==> config.mk <==
export PLATFORM = sky130hd
export DESIGN_NAME = i2c_write_master
export DESIGN_NICKNAME = d
export VERILOG_FILES = /design/src/rtl/i2c_write_master.sv
export SDC_FILE = /design/constraint.sdc
export NUM_CORES = 1
export LEC_CHECK = 0
export CAP_MARGIN = 5
export CORE_ASPECT_RATIO = 1.2
export CORE_MARGIN = 4
export CORE_UTILIZATION = 49
export CTS_BUF_LIST = sky130_fd_sc_hd__clkbuf_8
export CTS_CLUSTER_SIZE = 24
export DETAILED_ROUTE_END_ITERATION = 7
export GPL_TIMING_DRIVEN = 0
export HOLD_SLACK_MARGIN = 0.06
export PLACE_DENSITY = 0.83
export SETUP_SLACK_MARGIN = 0.02
export SKIP_LAST_GASP = 1
export SLEW_MARGIN = 10
export SYNTH_ARGS = -nofsm -noshare
export SYNTH_HDL_FRONTEND = slang
export SYNTH_SLANG_ARGS = --single-unit
==> constraint.sdc <==
create_clock -name CLK -period 2.7 [get_ports CLK]
set_input_delay 0.81 -clock CLK [delete_from_list [all_inputs] [get_ports CLK]]
set_output_delay 0.81 -clock CLK [all_outputs]
set_load 0.1 [all_outputs]
==> src/rtl/i2c_write_master.sv <==
// I2C write master: START, up to NBYTES_MAX bytes with ACK checks, then STOP,
// driven in lockstep on any subset of NLINES SCL/SDA pairs.

// Per-line output gate: an unselected line is held released (high).
module i2c_lane_gate (
  input  logic sel,
  input  logic scl_pat,
  input  logic sda_pat,
  output logic scl_out,
  output logic sda_out
);
  assign scl_out = sel ? scl_pat : 1'b1;
  assign sda_out = sel ? sda_pat : 1'b1;
endmodule

module i2c_write_master #(
  parameter int NBYTES_MAX = 4,
  parameter int NLINES     = 2,
  parameter int QTR_DIV    = 32768,
  localparam int BW        = (NBYTES_MAX > 1) ? $clog2(NBYTES_MAX) : 1,
  localparam int NW        = BW + 1,
  localparam int DBW       = 8 * NBYTES_MAX
) (
  input  logic              CLK,
  input  logic              RST,
  input  logic              START,
  input  logic [NLINES-1:0] LINE_SEL,
  input  logic [NW-1:0]     NBYTES,
  input  logic [DBW-1:0]    DATA,
  input  logic [NLINES-1:0] SDA_IN,
  output logic [NLINES-1:0] SCL_OUT,
  output logic [NLINES-1:0] SDA_OUT,
  output logic              BUSY,
  output logic              DONE,
  output logic              NACK,
  output logic [BW-1:0]     NACK_BYTE
);

  localparam int DW = (QTR_DIV > 1) ? $clog2(QTR_DIV) : 1;

  typedef enum logic [2:0] {IDLE, STRT, BIT, ACK, STOP} state_t;

  state_t                   state, state_n;
  logic                     start_r, start_d;
  logic [1:0][NLINES-1:0]   sda_sync;
  logic [DBW-1:0]           data_q;
  logic [NW-1:0]            nbytes_q;
  logic [NLINES-1:0]        lsel_q;
  logic [DW-1:0]            div_cnt;
  logic [1:0]               qtr;
  logic [2:0]               bit_cnt;
  logic [BW-1:0]            byte_cnt;
  logic                     nack_smp;
  logic                     done_q, nack_q;
  logic [BW-1:0]            nack_byte_q;

  logic                     start_edge, accept, qtr_end, phase_end, last_byte;
  logic [NW-1:0]            nb_clamp;
  logic                     scl_pat, sda_pat;

  assign start_edge = start_r & ~start_d;
  assign accept     = (state == IDLE) & start_edge;
  assign qtr_end    = (div_cnt == DW'(QTR_DIV - 1));
  assign phase_end  = qtr_end & (qtr == 2'd3);
  assign last_byte  = (({1'b0, byte_cnt} + NW'(1)) == nbytes_q);
  assign nb_clamp   = (NBYTES > NW'(NBYTES_MAX)) ? NW'(NBYTES_MAX) : NBYTES;

  // State register.
  always_ff @(posedge CLK or posedge RST) begin
    if (RST) state <= IDLE;
    else     state <= state_n;
  end

  // Next-state logic: phases advance only at the end of a quarter-3.
  always_comb begin
    state_n = state;
    case (state)
      IDLE: if (accept && (LINE_SEL != '0)) state_n = STRT;
      STRT: if (phase_end) state_n = (nbytes_q == '0) ? STOP : BIT;
      BIT:  if (phase_end && (bit_cnt == 3'd7)) state_n = ACK;
      ACK:  if (phase_end) state_n = (nack_smp || last_byte) ? STOP : BIT;
      STOP: if (phase_end) state_n = IDLE;
      default: state_n = IDLE;
    endcase
  end

  // Quarter-bit waveform shared by every selected line; IDLE releases the bus.
  always_comb begin
    scl_pat = 1'b1;
    sda_pat = 1'b1;
    case (state)
      STRT: begin scl_pat = (qtr != 2'd3); sda_pat = ~qtr[1]; end
      BIT:  begin scl_pat = qtr[0] ^ qtr[1]; sda_pat = data_q[DBW-1]; end
      ACK:  begin scl_pat = qtr[0] ^ qtr[1]; end
      STOP: begin scl_pat = (qtr != 2'd0); sda_pat = qtr[1]; end
      default: ;
    endcase
  end

  // Datapath: edge detect, ACK synchroniser, divider, counters, status flags.
  always_ff @(posedge CLK or posedge RST) begin
    if (RST) begin
      start_r     <= 1'b0;
      start_d     <= 1'b0;
      sda_sync    <= '1;
      data_q      <= '0;
      nbytes_q    <= '0;
      lsel_q      <= '0;
      div_cnt     <= '0;
      qtr         <= '0;
      bit_cnt     <= '0;
      byte_cnt    <= '0;
      nack_smp    <= 1'b0;
      done_q      <= 1'b0;
      nack_q      <= 1'b0;
      nack_byte_q <= '0;
    end else begin
      start_r  <= START;
      start_d  <= start_r;
      sda_sync <= {sda_sync[0], SDA_IN};
      done_q   <= 1'b0;
      if (accept) begin
        data_q      <= DATA;
        nbytes_q    <= nb_clamp;
        lsel_q      <= LINE_SEL;
        div_cnt     <= '0;
        qtr         <= '0;
        bit_cnt     <= '0;
        byte_cnt    <= '0;
        nack_smp    <= 1'b0;
        nack_byte_q <= '0;
        // No lines selected: nobody can ACK, finish immediately.
        nack_q      <= (LINE_SEL == '0);
        done_q      <= (LINE_SEL == '0);
      end else if (state != IDLE) begin
        div_cnt <= qtr_end ? '0 : div_cnt + DW'(1);
        if (qtr_end) qtr <= qtr + 2'd1;
        if ((state == BIT) && phase_end) begin
          data_q  <= {data_q[DBW-2:0], 1'b0};
          bit_cnt <= (bit_cnt == 3'd7) ? 3'd0 : bit_cnt + 3'd1;
        end
        // Sample on the last CLK of ACK quarter 2 (SCL high, data settled).
        if ((state == ACK) && (qtr == 2'd2) && qtr_end)
          nack_smp <= |(sda_sync[1] & lsel_q);
        if ((state == ACK) && phase_end) begin
          if (nack_smp) begin
            nack_q      <= 1'b1;
            nack_byte_q <= byte_cnt;
          end else if (!last_byte) begin
            byte_cnt <= byte_cnt + BW'(1);
          end
        end
        if ((state == STOP) && phase_end) done_q <= 1'b1;
      end
    end
  end

  for (genvar i = 0; i < NLINES; i++) begin : g_lane
    i2c_lane_gate u_gate (
      .sel     (lsel_q[i]),
      .scl_pat (scl_pat),
      .sda_pat (sda_pat),
      .scl_out (SCL_OUT[i]),
      .sda_out (SDA_OUT[i])
    );
  end

  assign BUSY      = (state != IDLE);
  assign DONE      = done_q;
  assign NACK      = nack_q;
  assign NACK_BYTE = nack_byte_q;

endmodule
==> results of run 1 <==
power by group through the flow:
| stage | combinational (mW) | clock [mW] | sequential (mW) |
|---|---|---|---|
| after floorplan | 0.0406 | 0 | 1.15 |
| after global placement | 0.110 | 0 | 1.16 |
| after detailed placement | 0.119 | 0 | 1.16 |
| after CTS | 0.119 | 1.18 | 1.14 |
| after global routing | 0.130 | 1.21 | 1.14 |
| final | 0.118 | 1.16 | 1.14 |
worst min-delay path by stage:
stage,startpoint,end,depth (start not counted)
finish,sda_sync[1]$_DFF_PP1_,sda_sync[3]$_DFF_PP1_,0
CTS,sda_sync[1]$_DFF_PP1_,sda_sync[3]$_DFF_PP1_,0
detailed placement,sda_sync[1]$_DFF_PP1_,sda_sync[3]$_DFF_PP1_,0
floorplan,sda_sync[0]$_DFF_PP1_,sda_sync[2]$_DFF_PP1_,0
global route,sda_sync[0]$_DFF_PP1_,sda_sync[2]$_DFF_PP1_,0
global placement,sda_sync[1]$_DFF_PP1_,sda_sync[3]$_DFF_PP1_,0
sequential cells by signal, indices dropped and copies added (netlist names):
| signal | flops |
|---|---|
| data_q | 32 |
| byte_cnt | 2 |
| start_d | 1 |
| sda_sync | 4 |
| start_r | 1 |
| qtr | 2 |
| NACK_BYTE | 2 |
| state | 3 |
| nbytes_q | 3 |
| DONE | 1 |
| NACK | 1 |
| bit_cnt | 3 |
| lsel_q | 2 |
| nack_smp | 1 |
| div_cnt | 15 |
repair_timing:
| action | in CTS | in global routing |
|---|---|---|
| setup endpoints to repair | 5 | 6 |
| buffers inserted | 1 | 3 |
| gates resized for setup | 47 | 5 |
| hold buffers | 0 | 0 |
| pin swaps | 1 | 3 |
layer usage:
layer  vias to the layer above  global-route usage, %
met5                         -                      0
met4                         0                   11.6
met3                        27                   3.49
met2                       166                   36.8
met1                      1719                   28.5
li1                       1627                      -
through the flow:
stage	cells	power, mW
2_1_floorplan	412	1.19
3_3_place_gp	552	1.27
3_5_place_dp	553	1.28
4_1_cts	568	2.43
5_1_grt	569	2.48
6_report	569	2.41
final cells by class:
cell class                      instances  area share, %
Sequential cell                        73           38.9
Clock inverter                          5           2.65
Inverter                               10          0.849
Multi-Input combinational cell        297           37.2
Clock buffer                           11           3.21
Timing Repair Buffer                   55           12.3
Buffer                                 28           2.55
Tap cell                               90           2.39
synth_stat cells, types with 5 or more instances:
| master | n |
|---|---|
| nand3_1 | 28 |
| or4_1 | 6 |
| a31oi_1 | 46 |
| dfrtp_1 | 69 |
| clkbuf_1 | 26 |
| nor3_1 | 5 |
| nor2_1 | 43 |
| a21oi_1 | 15 |
| inv_1 | 10 |
| nor4_1 | 5 |
| nand2b_1 | 6 |
| ha_1 | 7 |
| o21ai_0 | 46 |
| nand2_1 | 39 |
cell families after synthesis:
group	Yosys count	share of synthesized area, %
adder cells (fa/ha/maj)	7	2.36
multiplexers	5	1.38
AND/OR/NAND/NOR	153	20.5
XOR/XNOR	5	1.18
AO/OA/AOI/OAI	127	20.4
flip-flops	73	49.4
buffers and inverters	42	4.72
==> results.toml, run 1 <==
[grt]
grt_pass1_wl_mm = 16.0
grt-ovfl-total = 0
grt_pass1_vias = 3460
grt_max_degree = 50
grt_usage_pct = 22.4
antenna_found_initial = 0

[clocking]
clock_sinks = 73
cts_buffer_depth = 2
clk_pin_slew_ps = 80
clk_latency_ps = 350
htreeDepth = 3
root_buffer = "clkbuf_8"
cts_buffers = 9
cts_tree = "built"

[detailed_routing]
routed_via_density = 6.22
avgRoutedWirePerCell_um = 16.9
met1Wirelength_mm = 3.99
vias = 3539
dr_wl_met3_um = 618
dr_wl_met2_mm = 4.73
drtAntennaViolNets = 0
highest_layer = "met4"
route.detailed.drc = 0
drtIter0Drc = 292
first_pass_iters = 5
routed_wl_mm = 9.61

[layout]
seqCellArea_sq_um = 1830
syn2layout_area_growth_pct = 27.2
multi_input_area_sq_um = 1750
n_antenna_cell = 0
final_util_pct = 64.5
fin_area_sq_um = 4720
drive_above_1_share_pct = 11.5
fillCellCount = 611
final_cell_mix = "dfrtp_1 (67), o21ai_0 (46), a31oi_1 (46), clkdlybuf4s50_1 (44), nor2_1 (43)"
final_nets = 523
mostFrequentLayoutCell = "dfrtp_1"

[power]
p_sw_mw = 0.465
power.internal_mw = 1.95
leakagePower_nw = 1.91
p_comb_share_pct = 4.9
netSwitchingFraction_pct = 19.2
seqPwrFrac_pct = 47.1
p_per_area_nw_per_um2 = 512
clockPowerShare_pct = 48.0
ir_worst_vdd_uv = 353

[worst_setup_path]
cp.required_ps = 1890
r2r_slack_ps = 280
r2r-start = "div_cnt[0]$_DFFE_PP0P_"
cp_num_buf_inv = 1
critPathMaxStageDelay_ps = 1130
crit_family = "buffers and inverters"
criticalPathCategory = "flip-flop to primary output"
rr_worst_depth = 6
crit_path_max_fanout = 2
path_depth = 1
startpoint = "NACK_BYTE[0]$_DFFE_PP0P_"
end_kind = "primary output"
worstSetupEndpoint = "NACK_BYTE[0]"
cp.arrival_ps = 1830
r2r-end = "NACK_BYTE[1]$_DFFE_PP0P_"
critPathLaunchType = "flip-flop"
crit_chain = "clkdlybuf4s50_1"
slowest_stage = "clkdlybuf4s50_1"

[sta]
min_period_ps = 2640
fmax_ghz = 0.378
setup_viol = 0
fin_ws_ps = 56.6
finalCritPeriodShare_pct = 97.9
maxSlewViolCount = 0
slew_headroom_pct = 35.3
hold_ws_ps = 361
hold_viol = 0
tns_ps = 0
worst_slew_pin_slew_ps = 967
rsz0062_at_grt = "yes"
fin_skew_ps = 7.01

[synthesis]
yosys.area.top_type_share_pct = 46.6
synth_edf_count = 0
synth_async_sr_flop_share_pct = 100
ys_seq_elements = 73
syn-instance-count = 412
yosysSeqAreaShare_pct = 49.4
yosysWarnings = 0
synth_top_cell_by_area = "dfrtp_1"
synth.area.top_cells = "dfrtp_1 (47%), a31oi_1 (7.8%), o21ai_0 (6.2%)"
syn_area_per_cell_sq_um = 9.00
synthFlopType = "dfrtp_1"
synthesis.area_sq_um = 3710
ys_types = 48
synth_nets = 461

[floorplan]
num_io_pins = 51
die_w_um = 87.4
die_area_sq_um = 9030
coreArea_sq_um = 7320
die_height_um = 103
start_util_pct = 50.7
rows = 34

[placed_design]
dpl.hpwl_mm = 6.67
pre_cts_ws_ps = -806
io_buffers = 50
place.gp.congestion = 0.884
dpl_cell_area_sq_um = 4350

[outcome]
status = "finished clean"

[flow_run]
drv_cap = 0

[hold_path]
min_path_type = "flip-flop to flip-flop"
(Power assumes the default switching activity.)
==> inputs of run 2 (changes only) <==
Settings changed: PLACE_DENSITY 0.83 to 0.81.
Clock period 2.7 ns to 2.8 ns, I/O delays scaled along.
==> run 2 against run 1 <==
Count of clock-buffer cells in the layout is 1 lower. Highest routed layer unchanged. Combinational power is 4% lower. Largest power group is now sequential cells. Via count is 1.7% lower.
==> results.toml, run 2 (synthesized netlist as in run 1, its figures left out) <==
[grt]
antenna_found_initial = 0
grt_max_degree = 53
grt-ovfl-total = 0
grt_usage_pct = 22.3
grt_pass1_wl_mm = 15.9
grt_pass1_vias = 3348

[sta]
worst_slew_pin_slew_ps = 976
slew_headroom_pct = 34.7
maxSlewViolCount = 0
rsz0062_at_grt = "no"
hold_viol = 0
finalCritPeriodShare_pct = 96.1
setup_viol = 0
fmax_ghz = 0.372
fin_ws_ps = 108
fin_skew_ps = 7.48
tns_ps = 0
min_period_ps = 2690

[detailed_routing]
avgRoutedWirePerCell_um = 16.8
routed_wl_mm = 9.56
route.detailed.drc = 0
routed_via_density = 6.13
vias = 3480
drtIter0Drc = 181
first_pass_iters = 5
drtAntennaViolNets = 0

[worst_setup_path]
critPathLaunchType = "flip-flop"
r2r-start = "div_cnt[0]$_DFFE_PP0P_"
cp.arrival_ps = 1850
crit_chain = "clkdlybuf4s50_1"
path_depth = 1
worstSetupEndpoint = "NACK"
cp.required_ps = 1960
slowest_stage = "clkdlybuf4s50_1"
rr_worst_depth = 6
criticalPathCategory = "flip-flop to primary output"
end_kind = "primary output"
r2r-end = "data_q[7]$_DFFE_PP0P_"
crit_family = "buffers and inverters"
startpoint = "NACK$_DFFE_PP0P_"
crit_path_max_fanout = 2
cp_num_buf_inv = 1
critPathMaxStageDelay_ps = 1140
r2r_slack_ps = 330

[clocking]
clk_latency_ps = 350
clk_pin_slew_ps = 80
clock_sinks = 73
root_buffer = "clkbuf_8"
htreeDepth = 3
cts_buffer_depth = 2
hold_buffers = 0
cts_tree = "built"
cts_buffers = 9

[power]
clockPowerShare_pct = 45.6
seqPwrFrac_pct = 49.3
ir_worst_vdd_uv = 320
p_comb_share_pct = 5.1
power.total_mw = 2.23
leakagePower_nw = 1.88
p_per_area_nw_per_um2 = 478
p_sw_mw = 0.463
power.internal_mw = 1.76
netSwitchingFraction_pct = 20.8

[hold_path]
min_path_type = "flip-flop to flip-flop"

[layout]
drive_above_1_share_pct = 11.1
regMostFlops = "data_q"
mostFrequentLayoutCell = "dfrtp_1"
syn2layout_area_growth_pct = 25.6
largest_reg_flops = 32
fin_area_sq_um = 4660
final_cell_mix = "dfrtp_1 (68), o21ai_0 (46), a31oi_1 (46), clkdlybuf4s50_1 (45), nor2_1 (43)"
largestRegisters = "data_q: 32 flops, div_cnt: 15 flops, sda_sync: 4 flops"
n_antenna_cell = 0
final_nets = 522

[placed_design]
place.gp.congestion = 0.849
pre_cts_ws_ps = -684
io_buffers = 50
dpl.hpwl_mm = 6.63
dpl_cell_area_sq_um = 4350

[floorplan]
rows = 34
die_height_um = 103
die_w_um = 87.4
coreArea_sq_um = 7320
num_io_pins = 51
die_area_sq_um = 9030
start_util_pct = 50.7

[flow_run]
drv_cap = 0

[outcome]
status = "finished clean"
-- run 2: layer usage --
| metal | global-route usage, % | wire, um | up-vias |
|---|---|---|---|
| met5 | 0 | 0 | - |
| met4 | 8.15 | 237 | 0 |
| met3 | 4.44 | 538 | 26 |
| met2 | 38.1 | 4880 | 146 |
| met1 | 28.1 | 3900 | 1682 |
| li1 | - | - | 1626 |
-- run 2: worst min-delay path by stage --
stage,start,to,slack [ps],depth (start not counted)
finish,sda_sync[1]$_DFF_PP1_,sda_sync[3]$_DFF_PP1_,360,0
global route,sda_sync[1]$_DFF_PP1_,sda_sync[3]$_DFF_PP1_,360,0
detailed placement,sda_sync[1]$_DFF_PP1_,sda_sync[3]$_DFF_PP1_,350,0
floorplan,sda_sync[0]$_DFF_PP1_,sda_sync[2]$_DFF_PP1_,350,0
global placement,sda_sync[0]$_DFF_PP1_,sda_sync[2]$_DFF_PP1_,350,0
CTS,sda_sync[1]$_DFF_PP1_,sda_sync[3]$_DFF_PP1_,360,0
-- run 2: timing repair --
item	CTS	global route
buffers inserted	0	3
hold endpoints to repair	0	0
resized for setup	38	9
setup endpoints to repair	5	5
pin swaps	0	1
-- run 2: final cells by class --
cell class / count / area (sq um)
clock buffers: 10 / 138
plain buffers: 28 / 120
inverters: 10 / 40.0
repair buffers: 54 / 563
fillers: 628 / 2660
clock inverters: 6 / 106
well taps: 90 / 113
flip-flops and latches: 73 / 1830
multi-input cells: 297 / 1740
-- run 2: per-stage QoR --
| stage | hold WS (ps) | util (%) | instances |
|---|---|---|---|
| final | 359 | 63.6 | 568 |
| after global routing | 361 | 63.6 | 568 |
| after CTS | 359 | 62.9 | 566 |
| after detailed placement | 349 | 59.5 | 553 |
| after global placement | 348 | 59.0 | 552 |
| after floorplan | 345 | - | 412 |
-- run 2: power by group through the flow --
| stage | logic [mW] | registers, mW | clock network (mW) |
|---|---|---|---|
| after floorplan | 0.0391 | 1.11 | 0 |
| after global placement | 0.106 | 1.12 | 0 |
| after detailed placement | 0.114 | 1.12 | 0 |
| after CTS | 0.114 | 1.10 | 1.03 |
| after global routing | 0.125 | 1.10 | 1.07 |
| final | 0.113 | 1.10 | 1.02 |
